===== src/rtl/traffic_light_sequencer.sv =====
// Main/side road traffic-light sequencer driven by a 1 Hz enable tick.
// Counts whole seconds per phase, latches side-road vehicle and pedestrian
// requests, and restarts the seconds divider on every phase change.
module traffic_light_sequencer #(
    parameter int T_BASE   = 10,
    parameter int T_YEL    = 3,
    parameter int T_ALLRED = 1,
    parameter int T_SIDE   = 5,
    parameter int T_WALK   = 8,
    parameter int T_EXT    = 4,
    parameter int CNT_W    = 5
) (
    input  logic       clk,
    input  logic       global_reset,
    input  logic       enable_1Hz,
    input  logic       sensor,
    input  logic       walk_request,
    output logic [2:0] main_light,
    output logic [2:0] side_light,
    output logic       walk_light,
    output logic       divider_reset,
    output logic [2:0] phase
);

    typedef enum logic [2:0] {
        MAIN_GRN = 3'd0,
        MAIN_YEL = 3'd1,
        ALLRED1  = 3'd2,
        SIDE_GRN = 3'd3,
        SIDE_YEL = 3'd4,
        ALLRED2  = 3'd5
    } state_e;

    // Lamp encodings, {red,yellow,green}
    localparam logic [2:0] LAMP_G = 3'b001;
    localparam logic [2:0] LAMP_Y = 3'b010;
    localparam logic [2:0] LAMP_R = 3'b100;

    localparam logic [CNT_W-1:0] L_BASE   = CNT_W'(T_BASE);
    localparam logic [CNT_W-1:0] L_YEL    = CNT_W'(T_YEL);
    localparam logic [CNT_W-1:0] L_ALLRED = CNT_W'(T_ALLRED);
    localparam logic [CNT_W-1:0] L_SIDE   = CNT_W'(T_SIDE);
    localparam logic [CNT_W-1:0] L_WALK   = CNT_W'(T_WALK);
    localparam logic [CNT_W-1:0] L_EXT    = CNT_W'(T_EXT);
    localparam logic [CNT_W-1:0] L_ONE    = CNT_W'(1);

    state_e           state_q, state_d;
    logic [CNT_W-1:0] timer_q, timer_d;
    logic             sensor_pend_q, sensor_pend_d;
    logic             walk_pend_q, walk_pend_d;
    logic             ext_used_q, ext_used_d;
    logic             walk_served_q, walk_served_d;
    logic [2:0]       main_light_q, main_light_d;
    logic [2:0]       side_light_q, side_light_d;
    logic             walk_light_q, walk_light_d;
    logic             divider_reset_q, divider_reset_d;

    logic             tick;
    logic             expire;
    logic             illegal;

    // Next-state, timer, request latches and registered lamp decode
    always_comb begin
        state_d       = state_q;
        timer_d       = timer_q;
        sensor_pend_d = sensor_pend_q | sensor;
        walk_pend_d   = walk_pend_q | walk_request;
        ext_used_d    = ext_used_q;
        walk_served_d = walk_served_q;
        illegal       = 1'b0;

        // A tick landing on the divider restart cycle belongs to no phase
        tick   = enable_1Hz && !divider_reset_q;
        expire = tick && (timer_q == L_ONE);

        // Decrement stops at 1; expiry or the MAIN_GRN hold handles the rest
        if (tick && (timer_q > L_ONE)) begin
            timer_d = timer_q - L_ONE;
        end

        case (state_q)
            MAIN_GRN: begin
                if (expire && (sensor_pend_d || walk_pend_d)) begin
                    state_d = MAIN_YEL;
                    timer_d = L_YEL;
                end
            end
            MAIN_YEL: begin
                if (expire) begin
                    state_d = ALLRED1;
                    timer_d = L_ALLRED;
                end
            end
            ALLRED1: begin
                if (expire) begin
                    state_d       = SIDE_GRN;
                    timer_d       = walk_pend_d ? L_WALK : L_SIDE;
                    walk_served_d = walk_pend_d;
                    // Requests seen on the entry edge are intentionally dropped
                    sensor_pend_d = 1'b0;
                    walk_pend_d   = 1'b0;
                end
            end
            SIDE_GRN: begin
                if (expire) begin
                    if (sensor && !ext_used_q) begin
                        timer_d    = L_EXT;
                        ext_used_d = 1'b1;
                    end else begin
                        state_d = SIDE_YEL;
                        timer_d = L_YEL;
                    end
                end
            end
            SIDE_YEL: begin
                if (expire) begin
                    state_d = ALLRED2;
                    timer_d = L_ALLRED;
                end
            end
            ALLRED2: begin
                if (expire) begin
                    state_d       = MAIN_GRN;
                    timer_d       = L_BASE;
                    ext_used_d    = 1'b0;
                    walk_served_d = 1'b0;
                end
            end
            default: begin
                // Codes 6/7: recover exactly as from reset, no divider pulse
                illegal       = 1'b1;
                state_d       = MAIN_GRN;
                timer_d       = L_BASE;
                sensor_pend_d = 1'b0;
                walk_pend_d   = 1'b0;
                ext_used_d    = 1'b0;
                walk_served_d = 1'b0;
            end
        endcase

        // Extension reload keeps the state, so it never restarts the divider
        divider_reset_d = (state_d != state_q) && !illegal;

        case (state_d)
            MAIN_GRN: begin main_light_d = LAMP_G; side_light_d = LAMP_R; end
            MAIN_YEL: begin main_light_d = LAMP_Y; side_light_d = LAMP_R; end
            SIDE_GRN: begin main_light_d = LAMP_R; side_light_d = LAMP_G; end
            SIDE_YEL: begin main_light_d = LAMP_R; side_light_d = LAMP_Y; end
            ALLRED1, ALLRED2: begin main_light_d = LAMP_R; side_light_d = LAMP_R; end
            default: begin main_light_d = LAMP_G; side_light_d = LAMP_R; end
        endcase

        walk_light_d = (state_d == SIDE_GRN) && walk_served_d;
    end

    // State and output registers with synchronous reset
    always_ff @(posedge clk) begin
        if (global_reset) begin
            state_q         <= MAIN_GRN;
            timer_q         <= L_BASE;
            sensor_pend_q   <= 1'b0;
            walk_pend_q     <= 1'b0;
            ext_used_q      <= 1'b0;
            walk_served_q   <= 1'b0;
            main_light_q    <= LAMP_G;
            side_light_q    <= LAMP_R;
            walk_light_q    <= 1'b0;
            divider_reset_q <= 1'b0;
        end else begin
            state_q         <= state_d;
            timer_q         <= timer_d;
            sensor_pend_q   <= sensor_pend_d;
            walk_pend_q     <= walk_pend_d;
            ext_used_q      <= ext_used_d;
            walk_served_q   <= walk_served_d;
            main_light_q    <= main_light_d;
            side_light_q    <= side_light_d;
            walk_light_q    <= walk_light_d;
            divider_reset_q <= divider_reset_d;
        end
    end

    assign main_light    = main_light_q;
    assign side_light    = side_light_q;
    assign walk_light    = walk_light_q;
    assign divider_reset = divider_reset_q;
    assign phase         = state_q;

endmodule


===== config.mk =====
export PLATFORM = sky130hd
export DESIGN_NAME = traffic_light_sequencer
export DESIGN_NICKNAME = d
export VERILOG_FILES = /design/src/rtl/traffic_light_sequencer.sv
export SDC_FILE = /design/constraint.sdc
export NUM_CORES = 1
export LEC_CHECK = 0
export CAP_MARGIN = 40
export CORE_MARGIN = 2
export CORE_UTILIZATION = 65
export CTS_CLUSTER_DIAMETER = 150
export DETAILED_ROUTE_END_ITERATION = 10
export DONT_BUFFER_PORTS = 1
export PLACE_DENSITY = 0.81
export SLEW_MARGIN = 10
export SYNTH_ARGS = -nofsm -noshare
export SYNTH_HDL_FRONTEND = slang
export SYNTH_SLANG_ARGS = --single-unit

===== constraint.sdc =====
create_clock -name clk -period 4.8 [get_ports clk]
set_input_delay 0.72 -clock clk [delete_from_list [all_inputs] [get_ports clk]]
set_output_delay 0.72 -clock clk [all_outputs]
set_load 0.01 [all_outputs]

Yosys cells after proc, flatten, opt, wreduce, memory -nomap -nowiden. Cells that the tools add are included. W data, S select, Z words.

Reduce and logical (&&, ||, !) cells: 18. Muxes and demuxes: 30. Divide/modulo/power cells: 0. Multipliers: 0. $add $sub $neg: 1. Shift operators: 0. Bitwise operators: 3. Eq/ne operators: 15. Magnitude comparators: 1.

Operators by type and width (count): $mux W5 (6); $pmux W5 S5 (1); $mux W3 (8); $pmux W3 S6 (1); $eq A3 B2 Y1 const B (4); $eq A3 B3 Y1 const B (4); $pmux W3 S2 (2); $reduce_or A4 Y1 (3); $logic_and A1 B1 Y1 (7); $mux W1 (7); $eq A3 B1 Y1 const B (2); $ne A2 B2 Y1 const B (3); $pmux W1 S3 (2); $reduce_or A6 Y1 (1); $eq A5 B1 Y1 const B (1); $gt A5 B1 Y1 const B (1); $reduce_or A5 Y1 (1); $sub A5 B1 Y5 const B (1); $mux W4 (1); $pmux W1 S2 (2); $reduce_and A4 Y1 (1); $logic_not A3 Y1 (1); $ne A3 B3 Y1 (1); $logic_not A1 Y1 (2); 4 further kinds (5).

Register bits: 20. Bits in latches: 0. Memories kept: 0. Memory bits (read-only): 0. Output and inout port bits: 11. Input port bits: 5. Memory bits (writable): 0. Logic and storage cells: 78.

Depth between registers and ports, before layout.
Depth in word-level cells: 9. Depth in mapped cells: 8.

Worst setup path after synthesis. No wires, ideal clock.

Path type: input port to flip-flop. From: in enable_1Hz. To: reg walk_light_q (netlist: walk_light). Setup slack: 2.859 ns. Stages on the path: 5. Setup time: 0.103 ns. Arrival time: 1.838 ns. Cells stage by stage: nor2b_1 -> nand3_2 -> a221oi_2 -> o21ai_2 -> a2111oi_2.

Cells in the longest elaborated chain, start to end: 7. Elaborated cells between the ends (all ways): 15. Classes of those cells: eq/ne (1); mux (10); reduce/logical (4).

RTL lines: from (decl) (line 15) `input logic enable_1Hz,`; $logic_and A1 B1 Y1 * (line 73) `tick = enable_1Hz && !divider_reset_q;`; $logic_and A1 B1 Y1 * (line 74) `expire = tick && (timer_q == L_ONE);`; $logic_and A1 B1 Y1 (line 83) `if (expire && (sensor_pend_d || walk_pend_d)) begin`; $mux W3 (line 83); $pmux W3 S6 (line 81) `case (state_q)`; $eq A3 B2 Y1 (line 153) `walk_light_d = (state_d == SIDE_GRN) && walk_served_d;`; $logic_and A1 B1 Y1 * (line 153); to (signal assigned) (line 178) `walk_light_q <= walk_light_d;`; to (decl) (line 55) `logic walk_light_q, walk_light_d;`.

Every way passes the cells marked *; elsewhere a longest branch is shown, timed or not. A chain may end at the register's enable or synchronous reset.

Final worst setup path.
From: reg timer_q[1]. To: reg side_light_q[1] (netlist: side_light[1]).

Cells in the longest elaborated chain, start to end: 7. Elaborated cells between the ends (all ways): 13. Classes of those cells: eq/ne (3); mux (8); reduce/logical (2).

RTL lines: from (decl) (line 48) `logic [CNT_W-1:0] timer_q, timer_d;`; from (signal assigned) (line 171) `timer_q <= timer_d;`; $eq A5 B1 Y1 * (line 74); $logic_and A1 B1 Y1 * (line 74); $logic_and A1 B1 Y1 (line 83); $mux W3 (line 83); $pmux W3 S6 * (line 81); $eq A3 B3 Y1 / $eq A3 B2 Y1 (equally long branches) (line 144) `case (state_d)`; $pmux W3 S2 * (line 144); to (signal assigned) (line 177) `side_light_q <= side_light_d;`; to (decl) (line 54) `logic [2:0] side_light_q, side_light_d;`.

Marked as above.

==> impl_metrics.ini <==
[power_and_ir_drop]
seq_power_share = 0.508
comb_power_share = 0.086
power_mw = 0.344
clkPwrFrac = 0.406
peakVddDrop_mv = 0.172
power.switching_mw = 0.0769
p_per_area_nw_per_um2 = 290
p_leak_nw = 0.391
p_int_mw = 0.268
switching_share = 0.223

[cts]
numCtsBuffers = 3
htree_levels = 1
clk_latency_ns = 0.31
cts_sinks = 20
cts_setup_buffers = 0
cts_tree = built
cts_root_buf = clkbuf_4
cts_resized = 0
path_clk_slew_ns = 0.12
clockBufferDepth = 2
cts_hold_buf = 0

[run_status]
status = completed

[cells_and_area]
syn2layout_area_growth_pct = 3.16
nNetsFinal = 140
drive_gt1_frac = 0.114
final_cell_mix = dfxtp_1, nor2_1, a21oi_1
diodes = 0
final_common_cell = dfxtp_1

[synth]
ys_types = 51
ys_warn_count = 0
synth-edff-count = 0
yosys_most_used_dff = dfxtp_1
ys_seq_area_frac = 0.348
synthArstFlopShare = 0
yosysTopAreaCellShare = 0.348
syn_nets = 143
syn_inst = 136
synth.largest_area_cell = dfxtp_1
synth_area_leaders = dfxtp_1, nor2_1, a21oi_1
synthesis.area_um2 = 1150
ys_seq_elements = 20
avgSynthCellArea_um2 = 8.45

[grt]
overflow = 0
grt_max_degree = 26
antenna_found_initial = 0
grt_pass1_wl_um = 4060
grt_pass1_vias = 879
grtUsageTotal = 0.267

[place]
dp_hpwl_um = 1720
gp_congestion = 0.930
io_buffers = 0

[routing]
postRouteAntennaNets = 0
routed_wl_um = 2430
vias_per_cell = 7.00
drt-pass1-iter-count = 4
post_drt_wl_per_cell_um = 16.3
drt_iter0_markers = 46
via_count = 1043
remaining_drc_errors = 0

[job]
drv_cap = 0

[critical_path]
setup.worst_path.end_class = flip-flop
critPathMaxFanout = 8
cp-start-kind = flip-flop
cp.required_ns = 5.02
cp.arrival_ns = 2.34
ff2ff_path_depth = 7
crit_type = reg2reg

[floorplanning]
coreArea_um2 = 1690
io_pins = 16
start_util = 0.681
die_area_um2 = 2120
die_h_um = 46.1
die_w_um = 46.1
row_count = 15

[timing]
hold_viol_final = 0
rsz0062_at_grt = false
slew_violations = 0
hold_ws_ns = 0.460
fin_crit_ns = 2.12
fmax_mhz = 472
finalClockSkew_ns = 0.00488
slew_headroom = 0.394
finalSetupViolCount = 0
timing.setup.tns_ns = 0
worstMarginPinSlew_ns = 0.908
finalCritPeriodShare = 0.442

[min_path]
hold_depth = 1
hold_path_class = in2reg
critical path, stage by stage (launching register included):
cell and delay, ns:
dfxtp_1 0.34, inv_1 0.13, ha_1 0.33, nand4b_1 0.32
nor2_4 0.27, nor2_1 0.14, a22o_1 0.31, and3b_1 0.17
per-stage QoR:
step | std cells | utilization | setup WS [ns] | area [um2]
4_1_cts | 149 | 0.702 | 2.71 | 1190
5_1_grt | 149 | 0.702 | 2.54 | 1190
3_5_place_dp | 145 | 0.671 | 2.68 | 1130
6_report | 149 | 0.702 | 2.68 | 1190
3_3_place_gp | 145 | 0.671 | 2.73 | 1130
2_1_floorplan | 136 | - | 2.86 | 1150
synthesized netlist by cell type, drive strengths merged, types with 2 or more instances:
cell type	instances
or3	2
nand2	3
a211oi	4
nor4	4
clkbuf	7
inv	4
a21oi	11
nand3	2
nor3	13
nor2	17
o21ai	8
ha	2
dfxtp	20
a21o	2
nor2b	4
a211o	3
nand3b	3
nand2b	2
flip-flops by register name, summed over array words and instances, names as in the netlist:
name / flops
walk_light: 1
walk_served_q: 1
main_light: 3
walk_pend_q: 1
side_light: 3
phase: 3
ext_used_q: 1
timer_q: 5
sensor_pend_q: 1
divider_reset: 1
final timing paths:
check | to | from | slack, ns
worst min register to register | sensor_pend_q$_SDFF_PP0_ | sensor_pend_q$_SDFF_PP0_ | 0.50
worst min-delay path | walk_served_q$_SDFF_PP0_ | global_reset | 0.46
worst max register to register | side_light[1]$_SDFF_PP0_ | timer_q[1]$_SDFF_PP1_ | 2.68
worst max-delay path | side_light[1]$_SDFF_PP0_ | timer_q[1]$_SDFF_PP1_ | 2.68
power by group through the flow:
stage	clock (mW)	sequential [mW]	combinational (mW)
after floorplan	0	0.177	0.0266
after global placement	0	0.178	0.0287
after detailed placement	0	0.179	0.0296
after CTS	0.141	0.175	0.0296
after global routing	0.148	0.176	0.0329
final	0.140	0.175	0.0297
cell families after synthesis:
logic type / after synthesis / share of synthesized area
simple gates: 57 / 0.298
compound gates: 42 / 0.260
flops: 20 / 0.348
buf+inv: 12 / 0.0457
mux: 2 / 0.0185
fa+ha+maj: 2 / 0.0218
xor+xnor: 1 / 0.00762
per-layer routing:
metal | share of wire | vias up | global-route usage
li1 | - | 505 | -
met1 | 0.43 | 476 | 0.375
met5 | 0 | - | 0
met3 | 0.075 | 6 | 0.0549
met4 | 0.021 | 0 | 0.114
met2 | 0.47 | 56 | 0.392
cell type report:
cell class              instances  area, um2
clock buffers                   3       22.5
inverters                       4       15.0
well taps                      17       21.3
multi-input cells             104        697
clock inverters                 1       30.0
flip-flops and latches         20        400
fillers                       138        503
Note: power is estimated with default switching activity, not from simulation.
